File: src/rtl/alarm_pkg.sv
// Shared types and time-of-day constants for the alarm scheduler slice.
package alarm_pkg;

  typedef enum logic [1:0] {
    IDLE    = 2'd0,
    RINGING = 2'd1,
    SNOOZE  = 2'd2
  } alarm_state_t;

  localparam logic [7:0] HOURS_PER_DAY = 8'd24;
  localparam logic [7:0] MINS_PER_HOUR = 8'd60;

endpackage

File: src/rtl/time_add_mins.sv
// Combinational hh:mm + n minutes with minute carry and midnight wrap.
// add_mins is expected below one hour, so at most one carry can occur.
module time_add_mins
  import alarm_pkg::*;
(
  input  logic [7:0] hours,
  input  logic [7:0] mins,
  input  logic [7:0] add_mins,
  output logic [7:0] sum_hours,
  output logic [7:0] sum_mins
);

  logic [8:0] raw_mins;
  logic       carry;

  always_comb begin
    raw_mins  = {1'b0, mins} + {1'b0, add_mins};
    carry     = (raw_mins >= {1'b0, MINS_PER_HOUR});
    sum_mins  = carry ? 8'(raw_mins - {1'b0, MINS_PER_HOUR}) : raw_mins[7:0];
    sum_hours = hours + {7'd0, carry};
    if (sum_hours >= HOURS_PER_DAY) begin
      sum_hours = sum_hours - HOURS_PER_DAY;
    end
  end

endmodule

File: src/rtl/alarm_scheduler.sv
// Multi-slot alarm clock scheduler: slot storage, match detection and a
// ring/snooze state machine that services the lowest-index pending slot.
module alarm_scheduler
  import alarm_pkg::*;
#(
  parameter int NUM_ALARMS  = 4,
  parameter int RING_SECS   = 60,
  parameter int SNOOZE_MINS = 9
) (
  input  logic                          clk,
  input  logic                          reset,
  input  logic                          sec_tick,
  input  logic                          min_tick,
  input  logic [7:0]                    real_hours,
  input  logic [7:0]                    real_mins,
  input  logic                          cfg_we,
  input  logic [$clog2(NUM_ALARMS)-1:0] cfg_idx,
  input  logic [7:0]                    cfg_hours,
  input  logic [7:0]                    cfg_mins,
  input  logic                          cfg_en,
  input  logic                          btn_snooze,
  input  logic                          btn_dismiss,
  output logic                          ring,
  output logic [$clog2(NUM_ALARMS)-1:0] ring_idx,
  output logic [NUM_ALARMS-1:0]         pending,
  output logic                          snooze_active,
  output logic                          cfg_err
);

  localparam int IDX_W = $clog2(NUM_ALARMS);
  localparam int CNT_W = $clog2(RING_SECS + 1);
  localparam logic [CNT_W-1:0] RING_LAST = CNT_W'(RING_SECS - 1);

  alarm_state_t state, state_next;

  logic             slot_en    [NUM_ALARMS];
  logic [7:0]       slot_hours [NUM_ALARMS];
  logic [7:0]       slot_mins  [NUM_ALARMS];

  logic [CNT_W-1:0] ring_cnt;
  logic [7:0]       snz_hours, snz_mins;
  logic [7:0]       tgt_hours, tgt_mins;

  logic                  cfg_valid;
  logic                  disable_cur;
  logic                  snooze_hit;
  logic                  any_pending;
  logic [NUM_ALARMS-1:0] match;
  logic [NUM_ALARMS-1:0] write_hit;
  logic [NUM_ALARMS-1:0] grant_clr;
  logic [IDX_W-1:0]      grant_idx;
  logic                  take_grant;
  logic                  cnt_clr;
  logic                  cnt_inc;
  logic                  tgt_load;

  time_add_mins u_snooze_add (
    .hours     (real_hours),
    .mins      (real_mins),
    .add_mins  (8'(SNOOZE_MINS)),
    .sum_hours (tgt_hours),
    .sum_mins  (tgt_mins)
  );

  // Matches use the stored slot contents, so a same-cycle write never affects them.
  always_comb begin
    cfg_valid   = cfg_we && (cfg_hours < HOURS_PER_DAY) && (cfg_mins < MINS_PER_HOUR)
                  && (int'(cfg_idx) < NUM_ALARMS);
    disable_cur = cfg_valid && !cfg_en && (cfg_idx == ring_idx);
    snooze_hit  = min_tick && (real_hours == snz_hours) && (real_mins == snz_mins);
    any_pending = |pending;
    match       = '0;
    write_hit   = '0;
    grant_idx   = '0;
    for (int i = 0; i < NUM_ALARMS; i++) begin
      match[i]     = min_tick && slot_en[i] && (slot_hours[i] == real_hours)
                     && (slot_mins[i] == real_mins);
      write_hit[i] = cfg_valid && (int'(cfg_idx) == i);
    end
    for (int i = NUM_ALARMS - 1; i >= 0; i--) begin
      if (pending[i]) grant_idx = IDX_W'(i);
    end
  end

  always_ff @(posedge clk or posedge reset) begin
    if (reset) state <= IDLE;
    else       state <= state_next;
  end

  // Dismiss (or disabling the active slot) outranks everything; new pending
  // work outranks a snooze expiry.
  always_comb begin
    state_next    = state;
    take_grant    = 1'b0;
    cnt_clr       = 1'b0;
    cnt_inc       = 1'b0;
    tgt_load      = 1'b0;
    ring          = (state == RINGING);
    snooze_active = (state == SNOOZE);
    case (state)
      IDLE: begin
        if (any_pending) begin
          state_next = RINGING;
          take_grant = 1'b1;
          cnt_clr    = 1'b1;
        end
      end
      RINGING: begin
        if (btn_dismiss || disable_cur) begin
          state_next = IDLE;
        end else if (btn_snooze) begin
          state_next = SNOOZE;
          tgt_load   = 1'b1;
        end else if (sec_tick) begin
          if (ring_cnt == RING_LAST) state_next = IDLE;
          else                       cnt_inc    = 1'b1;
        end
      end
      SNOOZE: begin
        if (btn_dismiss || disable_cur) begin
          state_next = IDLE;
        end else if (any_pending) begin
          state_next = RINGING;
          take_grant = 1'b1;
          cnt_clr    = 1'b1;
        end else if (snooze_hit) begin
          state_next = RINGING;
          cnt_clr    = 1'b1;
        end
      end
      default: state_next = IDLE;
    endcase
  end

  always_comb begin
    grant_clr = '0;
    for (int i = 0; i < NUM_ALARMS; i++) begin
      grant_clr[i] = take_grant && (int'(grant_idx) == i);
    end
  end

  always_ff @(posedge clk or posedge reset) begin
    if (reset) begin
      for (int i = 0; i < NUM_ALARMS; i++) begin
        slot_en[i]    <= 1'b0;
        slot_hours[i] <= 8'd0;
        slot_mins[i]  <= 8'd0;
      end
    end else if (cfg_valid) begin
      slot_en[cfg_idx]    <= cfg_en;
      slot_hours[cfg_idx] <= cfg_hours;
      slot_mins[cfg_idx]  <= cfg_mins;
    end
  end

  // A write to a slot cancels any match it had waiting, even one raised this cycle.
  always_ff @(posedge clk or posedge reset) begin
    if (reset) begin
      pending   <= '0;
      ring_idx  <= '0;
      ring_cnt  <= '0;
      snz_hours <= 8'd0;
      snz_mins  <= 8'd0;
      cfg_err   <= 1'b0;
    end else begin
      pending <= (pending | match) & ~grant_clr & ~write_hit;
      cfg_err <= cfg_we && !cfg_valid;
      if (take_grant) ring_idx <= grant_idx;
      if (cnt_clr)      ring_cnt <= '0;
      else if (cnt_inc) ring_cnt <= ring_cnt + 1'b1;
      if (tgt_load) begin
        snz_hours <= tgt_hours;
        snz_mins  <= tgt_mins;
      end
    end
  end

endmodule

File: config.mk
export PLATFORM = sky130hd
export DESIGN_NAME = alarm_scheduler
export DESIGN_NICKNAME = d
export VERILOG_FILES = /design/src/rtl/alarm_pkg.sv /design/src/rtl/time_add_mins.sv /design/src/rtl/alarm_scheduler.sv
export SDC_FILE = /design/constraint.sdc
export NUM_CORES = 1
export LEC_CHECK = 0
export BUFFER_PORTS_ARGS = -buffer_cell sky130_fd_sc_hd__buf_2
export CAP_MARGIN = 20
export CORE_ASPECT_RATIO = 0.75
export CORE_UTILIZATION = 40
export DETAILED_ROUTE_END_ITERATION = 10
export PLACE_DENSITY = 0.6
export SYNTH_ARGS = -nofsm -noshare
export SYNTH_HDL_FRONTEND = slang
export SYNTH_HIERARCHICAL = 1
export SYNTH_SLANG_ARGS = --single-unit
File: constraint.sdc
create_clock -name clk -period 6.69 [get_ports clk]
set_clock_uncertainty 0.2 [all_clocks]
set_input_delay 0 -clock clk [delete_from_list [all_inputs] [get_ports clk]]
set_output_delay 0 -clock clk [all_outputs]
set_load 0.1 [all_outputs]
### After elaboration in Yosys (flattened, before gate mapping)

Cells that the tools add are included.

* add/sub/neg operators: 5
* order comparisons: 6
* reductions and logical operators: 37
* equal/unequal tests: 24
* muxes and demuxes: 39
* bitwise logic cells: 6

Operators by type and width (number)
* $eq A8 B8 Y1: 10
* $bwmux W32: 2
* $logic_and A1 B1 Y1: 28
* $mux W2: 12
* $mux W8: 3
* $demux W8 S2: 1
* $mux W1: 14
* $mux W6: 2
* $eq A2 B2 Y1 const B: 5
* $add A8 B4 Y9 const B: 1
* $ge A9 B6 Y1 const B: 1
* $add A8 B1 Y8: 1
* $and A4 B4 Y4: 2
* $ge A8 B5 Y1 const B: 1
* $lt A8 B5 Y1 const B: 1
* $lt A8 B6 Y1 const B: 1
* $not A4 Y4: 2
* $sub A8 B5 Y8 const B: 1
* $sub A8 B6 Y8 const B: 1
* $add A6 B1 Y6 const B: 1
* $eq A2 B1 Y1 const B: 3
* $eq A6 B6 Y1 const B: 1
* $logic_not A2 Y1: 3
* $pmux W2 S3: 1
* 17 further kinds: 19

* output and inout port bits: 9
* bits of input ports: 42
* flip-flop bits (word level): 99

### Longest topological paths before layout

Gate-level depths: netlist of run 1.

* depth in word-level cells: 12
* depth in mapped cells: 18
* depth with buffers taken out: 18

### Hierarchy

The synthesis of run 1 kept the hierarchy.

Modules (own cells, without submodules)
* alarm_scheduler: instances 1, cells each 403, area each 4943.5 sq um, sequential area each 2477.4 sq um
* time_add_mins: instances 1, cells each 126, area each 907.1 sq um, sequential area each 0.0 sq um

### Worst setup path before layout of run 1

Ideal clock, no wire load.

* path kind: in2reg
* start: input port real_mins[0]
* end: register snz_hours[6]
* data required time: 6365 ps
* cell stages on the path: 17
* arrival: 3307 ps
* slack: 3058 ps
* path through: ha_1 -> inv_1 -> fa_1 -> nand2b_1 -> a211oi_1 -> o21ai_0 -> a32oi_2 -> nand4_2 -> ha_1 -> ha_1 -> nor2_1 -> nor2_1 -> o221ai_1 -> mux2_2 -> nand2_1 -> o21ai_0 -> mux2_4

* word-level cells in the longest chain between the ends: 5
* elaborated cells on any way between the ends: 6
* those cells by class: 3 x add/sub; 2 x order compare; 1 x mux

Ends and longest elaborated chain
* start, declared: line alarm_scheduler.sv:15 `input logic [7:0] real_mins,`
* $add A8 B4 Y9 *: line time_add_mins.sv:17 `raw_mins = {1'b0, mins} + {1'b0, add_mins};`
* $ge A9 B6 Y1 *: line time_add_mins.sv:18 `carry = (raw_mins >= {1'b0, MINS_PER_HOUR});`
* $add A8 B1 Y8 *: line time_add_mins.sv:20 `sum_hours = hours + {7'd0, carry};`
* $sub A8 B5 Y8 or $ge A8 B5 Y1 (tied branches): line time_add_mins.sv:22, time_add_mins.sv:21
* $mux W8 *: line time_add_mins.sv:21 `if (sum_hours >= HOURS_PER_DAY) begin`
* via tgt_hours[6]: line alarm_scheduler.sv:42 `logic [7:0] tgt_hours, tgt_mins;`
* end signal, assigned: line alarm_scheduler.sv:172 `snz_hours <= tgt_hours;`
* end, declared: line alarm_scheduler.sv:41 `logic [7:0] snz_hours, snz_mins;`

Mark *: on every way through the listed nets, which the timed path passes. The rest lies on a longest branch.
A chain may end at the register's enable or synchronous reset.

### Worst setup path in the final report of run 1

Ends and elaborated chain as after synthesis.

==> results of run 1 <==
-- Yosys cell counts (3+ instances only) --
cell      instances
a211oi_1          3
nand3_1           4
nand4_1          19
buf_2             8
xnor2_1          56
nor4_1           12
buf_4             4
and3_1            4
nand2_1          20
buf_6             3
clkbuf_1         15
nor2b_1          15
xor2_1           39
o211ai_1          3
inv_1            12
dfrtp_1          99
mux2_4           10
o21a_1            3
o21ai_0           8
a21o_1            5
a21oi_1          14
nor3_1           10
a31o_2            3
nor2_1           21
ha_1             12
and2_1           14
mux2_2           55
-- how the worst max path moves through the flow --
stage,from,endpoint,slack [ns],cells after the start
6_report,real_mins[0],snz_hours[6]$_DFFE_PP0P_,2.42,17
5_1_grt,real_mins[0],snz_hours[6]$_DFFE_PP0P_,2.03,17
4_1_cts,real_mins[0],snz_hours[6]$_DFFE_PP0P_,2.42,17
3_5_place_dp,real_mins[0],snz_hours[6]$_DFFE_PP0P_,2.07,17
3_3_place_gp,real_mins[0],snz_hours[6]$_DFFE_PP0P_,2.35,17
2_1_floorplan,real_mins[0],snz_hours[6]$_DFFE_PP0P_,3.06,17
-- worst max-delay path: cells and delay by family --
kind	cells	cell delay, ns
AO/OA/AOI/OAI	5	1.19
XOR/XNOR	1	0.41
adder cells (fa/ha/maj)	4	1.30
buffers and inverters	2	0.27
multiplexers	2	0.69
AND/OR/NAND/NOR	3	0.44
-- final cells by class --
cell class                      count  area [sq um]  share of cell area
Multi-Input combinational cell    394          3190               0.471
Sequential cell                    99          2480               0.366
Timing Repair Buffer               74           485              0.0717
Tap cell                          195           244              0.0360
Clock buffer                        9           225              0.0332
Clock inverter                      7           105              0.0155
Inverter                           12          47.5             0.00702
-- cell families after synthesis --
family / after synthesis / share of synthesized area
AND/OR/NAND/NOR: 146 / 0.148
adder cells (fa/ha/maj): 13 / 0.0291
XOR/XNOR: 97 / 0.148
AO/OA/AOI/OAI: 62 / 0.0793
other: 2 / 0.00128
multiplexers: 67 / 0.135
buffers and inverters: 43 / 0.0357
flip-flops: 99 / 0.423
-- routing by layer --
metal,vias to the layer above,part of all wire,track usage
met3,18,0.039,0.0375
li1,1961,-,-
met5,-,0,0
met4,0,0.017,0.0607
met1,2061,0.47,0.263
met2,79,0.47,0.325
-- registers in the layout, summed over array words and instances, names as in the netlist, 4 cells and up --
signal and flops:
pending 4, ring_cnt 6, slot_en 4, slot_hours 32, slot_mins 32, snz_hours 8
snz_mins 8
-- metrics by stage --
stage	area (sq um)	instances
after floorplan	5880	536
after global placement	6220	752
after detailed placement	6220	752
after CTS	6780	790
after global routing	6780	790
final	6780	790
-- timing repair --
action | in CTS | in global routing
setup endpoints to repair | 0 | 0
hold buffers | 22 | 0
endpoints found under the hold margin | 109 | 0
-- where the power goes --
part	switching (mW)	leakage, nW	internal (mW)
Sequential	0.0202	1.36	0.627
Clock	0.239	0.159	0.334
Combinational	0.135	1.65	0.115
==> results by group, run 1 <==
Global route
  – Global-route usage over all layers: 0.197
  – Initial antenna violation count: 0
  – Vias in the first global route: about 4200
  – Global-route wire length before repair: between 20 and 25 mm
  – Largest net degree at the start of global routing: 51
  – Remaining Overflow, GRT: 0

Timing
  – Final WS setup: 2.42 ns
  – Final TNS setup: 0 ns
  – Slew at the pin with the worst max-slew slack: 1.02 ns
  – RSZ-0062 raised after global routing: false
  – Fmax: 234 MHz
  – Fin. max-slew vios: 0
  – Hold WS: -0.00741 ns
  – Crit share post-route: 0.639
  – Final Hold Fails: 1
  – Min Tclk post-route: between 4 and 5 ns
  – Relative slew margins: 0.322
  – Final setup viols: 0

Drt
  – Antenna viol nets, final: 0
  – WL per Instance: 17.5 um
  – Via Count: 4119
  – DR vias/cell: around 5.2
  – Initial DRC Count: 234
  – First-pass DRT Iterations: 4
  – Total Wirelength: 13.8 mm
  – DRC Markers: 0

Synth
  – Synth Register Bits: 99
  – Most used DFF post-synth: dfrtp_1
  – Synth Warn #: 6
  – Synth Instances: about 530
  – Synth async-reset ratio: 1.00
  – Dominant cells by area after synthesis: dfrtp_1 42%, mux2_2 11%, xnor2_1 8.4%
  – Syn_area_per_cell: 11.1 sq um
  – Post-synth EDFFs: 0
  – Synthesized cell area: 5850 sq um
  – Post-synthesis sequential area ratio: 0.423
  – Area share of the largest cell type after synthesis: 0.423
  – Number of distinct library cells after synthesis: 70
  – Cell taking the most area after synthesis: dfrtp_1

Worst setup path
  – Reg2reg end: snz_mins[3]$_DFFE_PP0P_
  – R2R setup slack: 4.15 ns
  – RR Startpoint: ring_idx[1]$_DFFE_PP0P_
  – Critical Path Fanout Max: 12
  – Critical path type: input port to register
  – Cell mode on critical path: ha_1
  – Number of cells on the worst reg-to-reg path: 5
  – CP max-delay cell: o221ai_1
  – Critical path launch point type: input port
  – Critical Path Max Stage Delay: 0.55 ns
  – Worst EP arrival: 4.30 ns
  – CP Cell Sequence: buf_2 -> ha_1 -> inv_1 -> fa_1 -> nand2b_1 -> a21oi_1 -> xor2_1 -> a32oi_2 -> nand4_2 -> ha_1 -> ha_1 -> a31oi_1 -> o221ai_1 -> mux2_2 -> nand2_1 -> o21ai_0 -> mux2_4
  – CP endpoint kind: register
  – Worst endpoint required time: 6.72 ns

Clock tree
  – Clk_lat worst skew: about 0.35 ns
  – Clock Sink Count: 99
  – Clock tree from TritonCTS: built
  – CTS root buffer: clkbuf_16
  – Bufs on Longest Clock Path: 2
  – CTS buffer count: 9
  – Reg clk slew, reported paths: 0.07 ns
  – H-tree Lvls: 3
  – Post-CTS Resized: 0
  – # Post-CTS Setup Buffers: 0

Pwr
  – Power Dens Cells: ~220 nW/um^2
  – Final Power: 1.47 mW
  – Leak: 3.17 nW
  – Worst IR Drop VDD: 0.138 mV

Layout
  – Final core utilization: 0.485
  – P&R area growth vs syn: 15.8%
  – Ant. Diodes: 0
  – Most frequent cells in the layout: 99 x dfrtp_1, 56 x xnor2_1, 55 x mux2_2
  – Final #Nets: around 650
  – Most common cell after layout, fill and taps aside: dfrtp_1
  – Fill count: ~1300
  – Share of cells above drive strength 1: 0.269

Min path
  – HP Start: real_mins[6]
  – Hold depth: 4
  – Hold path endpoint: pending[1]$_DFF_PP0_
  – Tightest Hold Check Type: input port to register

Place
  – Hpwl dp: 10.1 mm
  – GPL Wtd Cong: 0.830
  – Setup Slack @ Placement: 2.07 ns
  – Buffers on Ports: 50

Outcome
  – Outcome: finished with violations
  – Failing checks: hold timing

Floorplan
  – Die H: 107 um
  – Die width: ~140 um
  – Num rows: 37
  – Area of the core: 14000 sq um
  – Starting density of the core: 0.418
  – IO Count: 51
  – Die area: 15100 sq um

Flow run
  – Max Cap Violations: 0
No activity file was read; power rests on OpenSTA's default activity.
==> inputs of run 2 (changes only) <==
--- a/config.mk
+++ b/config.mk
@@ -10,7 +10,7 @@
 export CORE_ASPECT_RATIO = 0.75
 export CORE_UTILIZATION = 40
 export DETAILED_ROUTE_END_ITERATION = 10
-export PLACE_DENSITY = 0.6
+export PLACE_DENSITY = 0.62
 export SYNTH_ARGS = -nofsm -noshare
 export SYNTH_HDL_FRONTEND = slang
 export SYNTH_HIERARCHICAL = 1
==> constraint.sdc (replaced) <==
create_clock -name clk -period 3.8 [get_ports clk]
set_clock_uncertainty 0.2 [all_clocks]
set_input_delay 0 -clock clk [delete_from_list [all_inputs] [get_ports clk]]
set_output_delay 0 -clock clk [all_outputs]
set_load 0.1 [all_outputs]
==> run 2 against run 1 <==
Compared with the run above: the flow now finishes without violations; clock power is 70% higher; hold slack better by 0.024 ns; sequential share of layout area shrank 0.37 points; non-clock buffer count is 11 higher; setup slack worse by 2.2 ns; core utilization grew 0.49 points; cell count rose by 1.1%; clock-buffer cell count did not move; critical path depth grew 1; flip-flop and latch count unchanged; cell area is 1.0% higher.
==> results by group, run 2 (same netlist as run 1, synthesis figures left out) <==
Drt
  – DR vias/cell: 5.22
  – First-pass DRT Iterations: 4
  – Initial DRC Count: ~240
  – DRC Markers: 0
  – Via Count: 4173
  – Antenna viol nets, final: 0
  – WL per Instance: about 17 um
  – Total Wirelength: around 14 mm

Pwr
  – Power Dens Cells: about 380 nW/um^2
  – Final Power: roughly 2.6 mW
  – Worst IR Drop VDD: 0.253 mV
  – Leak: 3.21 nW

Layout
  – P&R area growth vs syn: 17.0%
  – Share of cells above drive strength 1: 0.281
  – Multi-input gate area: ~3200 sq um
  – Fill count: ~1300
  – Final core utilization: 0.490
  – Sequential Area: roughly 2500 sq um
  – Ant. Diodes: 0
  – Final #Nets: 656
  – Top Registers: slot_hours (32), slot_mins (32)
  – Most frequent cells in the layout: 99 x dfrtp_1, 56 x xnor2_1, 55 x mux2_2
  – Most common cell after layout, fill and taps aside: dfrtp_1

Clock tree
  – CTS root buffer: clkbuf_16
  – CTS buffer count: 9
  – H-tree Lvls: 3
  – # Post-CTS Setup Buffers: 0
  – Reg clk slew, reported paths: approximately 0.070 ns
  – Clock Sink Count: 99
  – Bufs on Longest Clock Path: 2
  – Clk_lat worst skew: 0.35 ns
  – Clock tree from TritonCTS: built

Worst setup path
  – CP endpoint kind: register
  – Critical Path Fanout Max: 5
  – Critical path launch point type: input port
  – Critical path type: input port to register
  – Worst endpoint required time: between 3 and 4 ns
  – Worst EP arrival: 3.56 ns

Min path
  – Tightest Hold Check Type: input port to register

Global route
  – Remaining Overflow, GRT: 0
  – Global-route wire length before repair: 22.4 mm
  – Initial antenna violation count: 0
  – Vias in the first global route: between 4000 and 5000
  – Global-route usage over all layers: 0.196
  – Largest net degree at the start of global routing: 49

Floorplan
  – Num rows: 37
  – Die area: 15100 sq um
  – Die H: 107 um
  – IO Count: 51
  – Starting density of the core: 0.418
  – Die width: 142 um
  – Area of the core: between 10000 and 15000 sq um

Place
  – Hpwl dp: 10.2 mm
  – Buffers on Ports: 50
  – GPL Wtd Cong: 0.857

Timing
  – Final setup viols: 0
  – Relative slew margins: 0.334
  – RSZ-0062 raised after global routing: false
  – Min Tclk post-route: 3.54 ns
  – Fin. max-slew vios: 0
  – Final TNS setup: 0 ns
  – Crit share post-route: 0.931
  – Final Hold Fails: 0
  – Fmax: 283 MHz
  – Slew at the pin with the worst max-slew slack: 0.998 ns

Outcome
  – Outcome: complete, no violations

Flow run
  – Max Cap Violations: 0
==> run 2: cell count changes in the layout (fill, tap and decap cells not counted) <==
cell / before / now
inv_8: 1 / 0
o221ai_1: 1 / 0
o221ai_2: 0 / 1
clkinv_4: 1 / 0
buf_4: 2 / 13
==> run 2: power by group <==
group | internal, mW | switching [mW] | leakage [nW] | total (mW)
logic | 0.214 | 0.242 | 1.70 | 0.456
registers | 1.10 | 0.0355 | 1.36 | 1.14
clock network | 0.574 | 0.401 | 0.148 | 0.976
==> run 2: path summary, 6_finish.rpt <==
check | slack (ns) | to | from | cells past startpoint
max | 0.26 | snz_hours[7]$_DFFE_PP0P_ | real_mins[0] | 18
min | 0.02 | cfg_err$_DFF_PP0_ | cfg_mins[6] | 4
max reg2reg | 1.24 | snz_hours[7]$_DFFE_PP0P_ | ring_idx[1]$_DFFE_PP0P_ | 5
min reg2reg | 0.31 | slot_hours[6]$_DFFE_PP0P_ | slot_hours[6]$_DFFE_PP0P_ | 1
max in group asynchronous | 2.49 | slot_hours[29]$_DFFE_PP0P_ | reset | 4
min in group asynchronous | 0.10 | ring_cnt[3]$_DFFE_PP0P_ | reset | 3
==> run 2: timing repair <==
item,CTS,global route
endpoints found under the setup margin,0,2
hold endpoints to repair,105,0
gates resized for setup,0,1
hold buffers,22,0
==> run 2: layer usage <==
| layer | wire length, um | GRT usage | up-vias |
|---|---|---|---|
| met4 | 155 | 0.0584 | 0 |
| met5 | 0 | 0 | - |
| met3 | 453 | 0.0380 | 13 |
| met1 | 6650 | 0.266 | 2112 |
| met2 | 6620 | 0.315 | 65 |
| li1 | - | - | 1983 |
==> run 2: layout make-up <==
class | instances | area share
timing repair buffer | 85 | 0.0830
tap | 195 | 0.0356
inverter | 12 | 0.00695
clock buffer | 9 | 0.0329
multi-input combinational | 394 | 0.467
sequential | 99 | 0.362
clock inverter | 5 | 0.0124
==> run 2: per-stage QoR <==
step           instances  area (sq um)  hold slack, ns  setup WS, ns
2_1_floorplan        536          5880         -0.0653         0.168
3_3_place_gp         763          6310         -0.0807        0.0672
3_5_place_dp         763          6310         -0.0630       -0.0879
4_1_cts              799          6840          0.0127         0.265
5_1_grt              799          6840          0.0346        0.0268
6_report             799          6840          0.0168         0.263
==> run 2: worst max-delay path, cell delays in order <==
cell and delay, ns:
buf_2 0.09, ha_1 0.17, inv_1 0.06, fa_1 0.38
nand2b_1 0.17, a211oi_1 0.28, o21ai_0 0.17, a32oi_2 0.30
nand4_2 0.15, ha_1 0.25, ha_1 0.25, a31oi_1 0.20
o221ai_2 0.15, buf_4 0.18, o21ai_0 0.22, and3_1 0.21
nor3_1 0.05, mux2_2 0.27
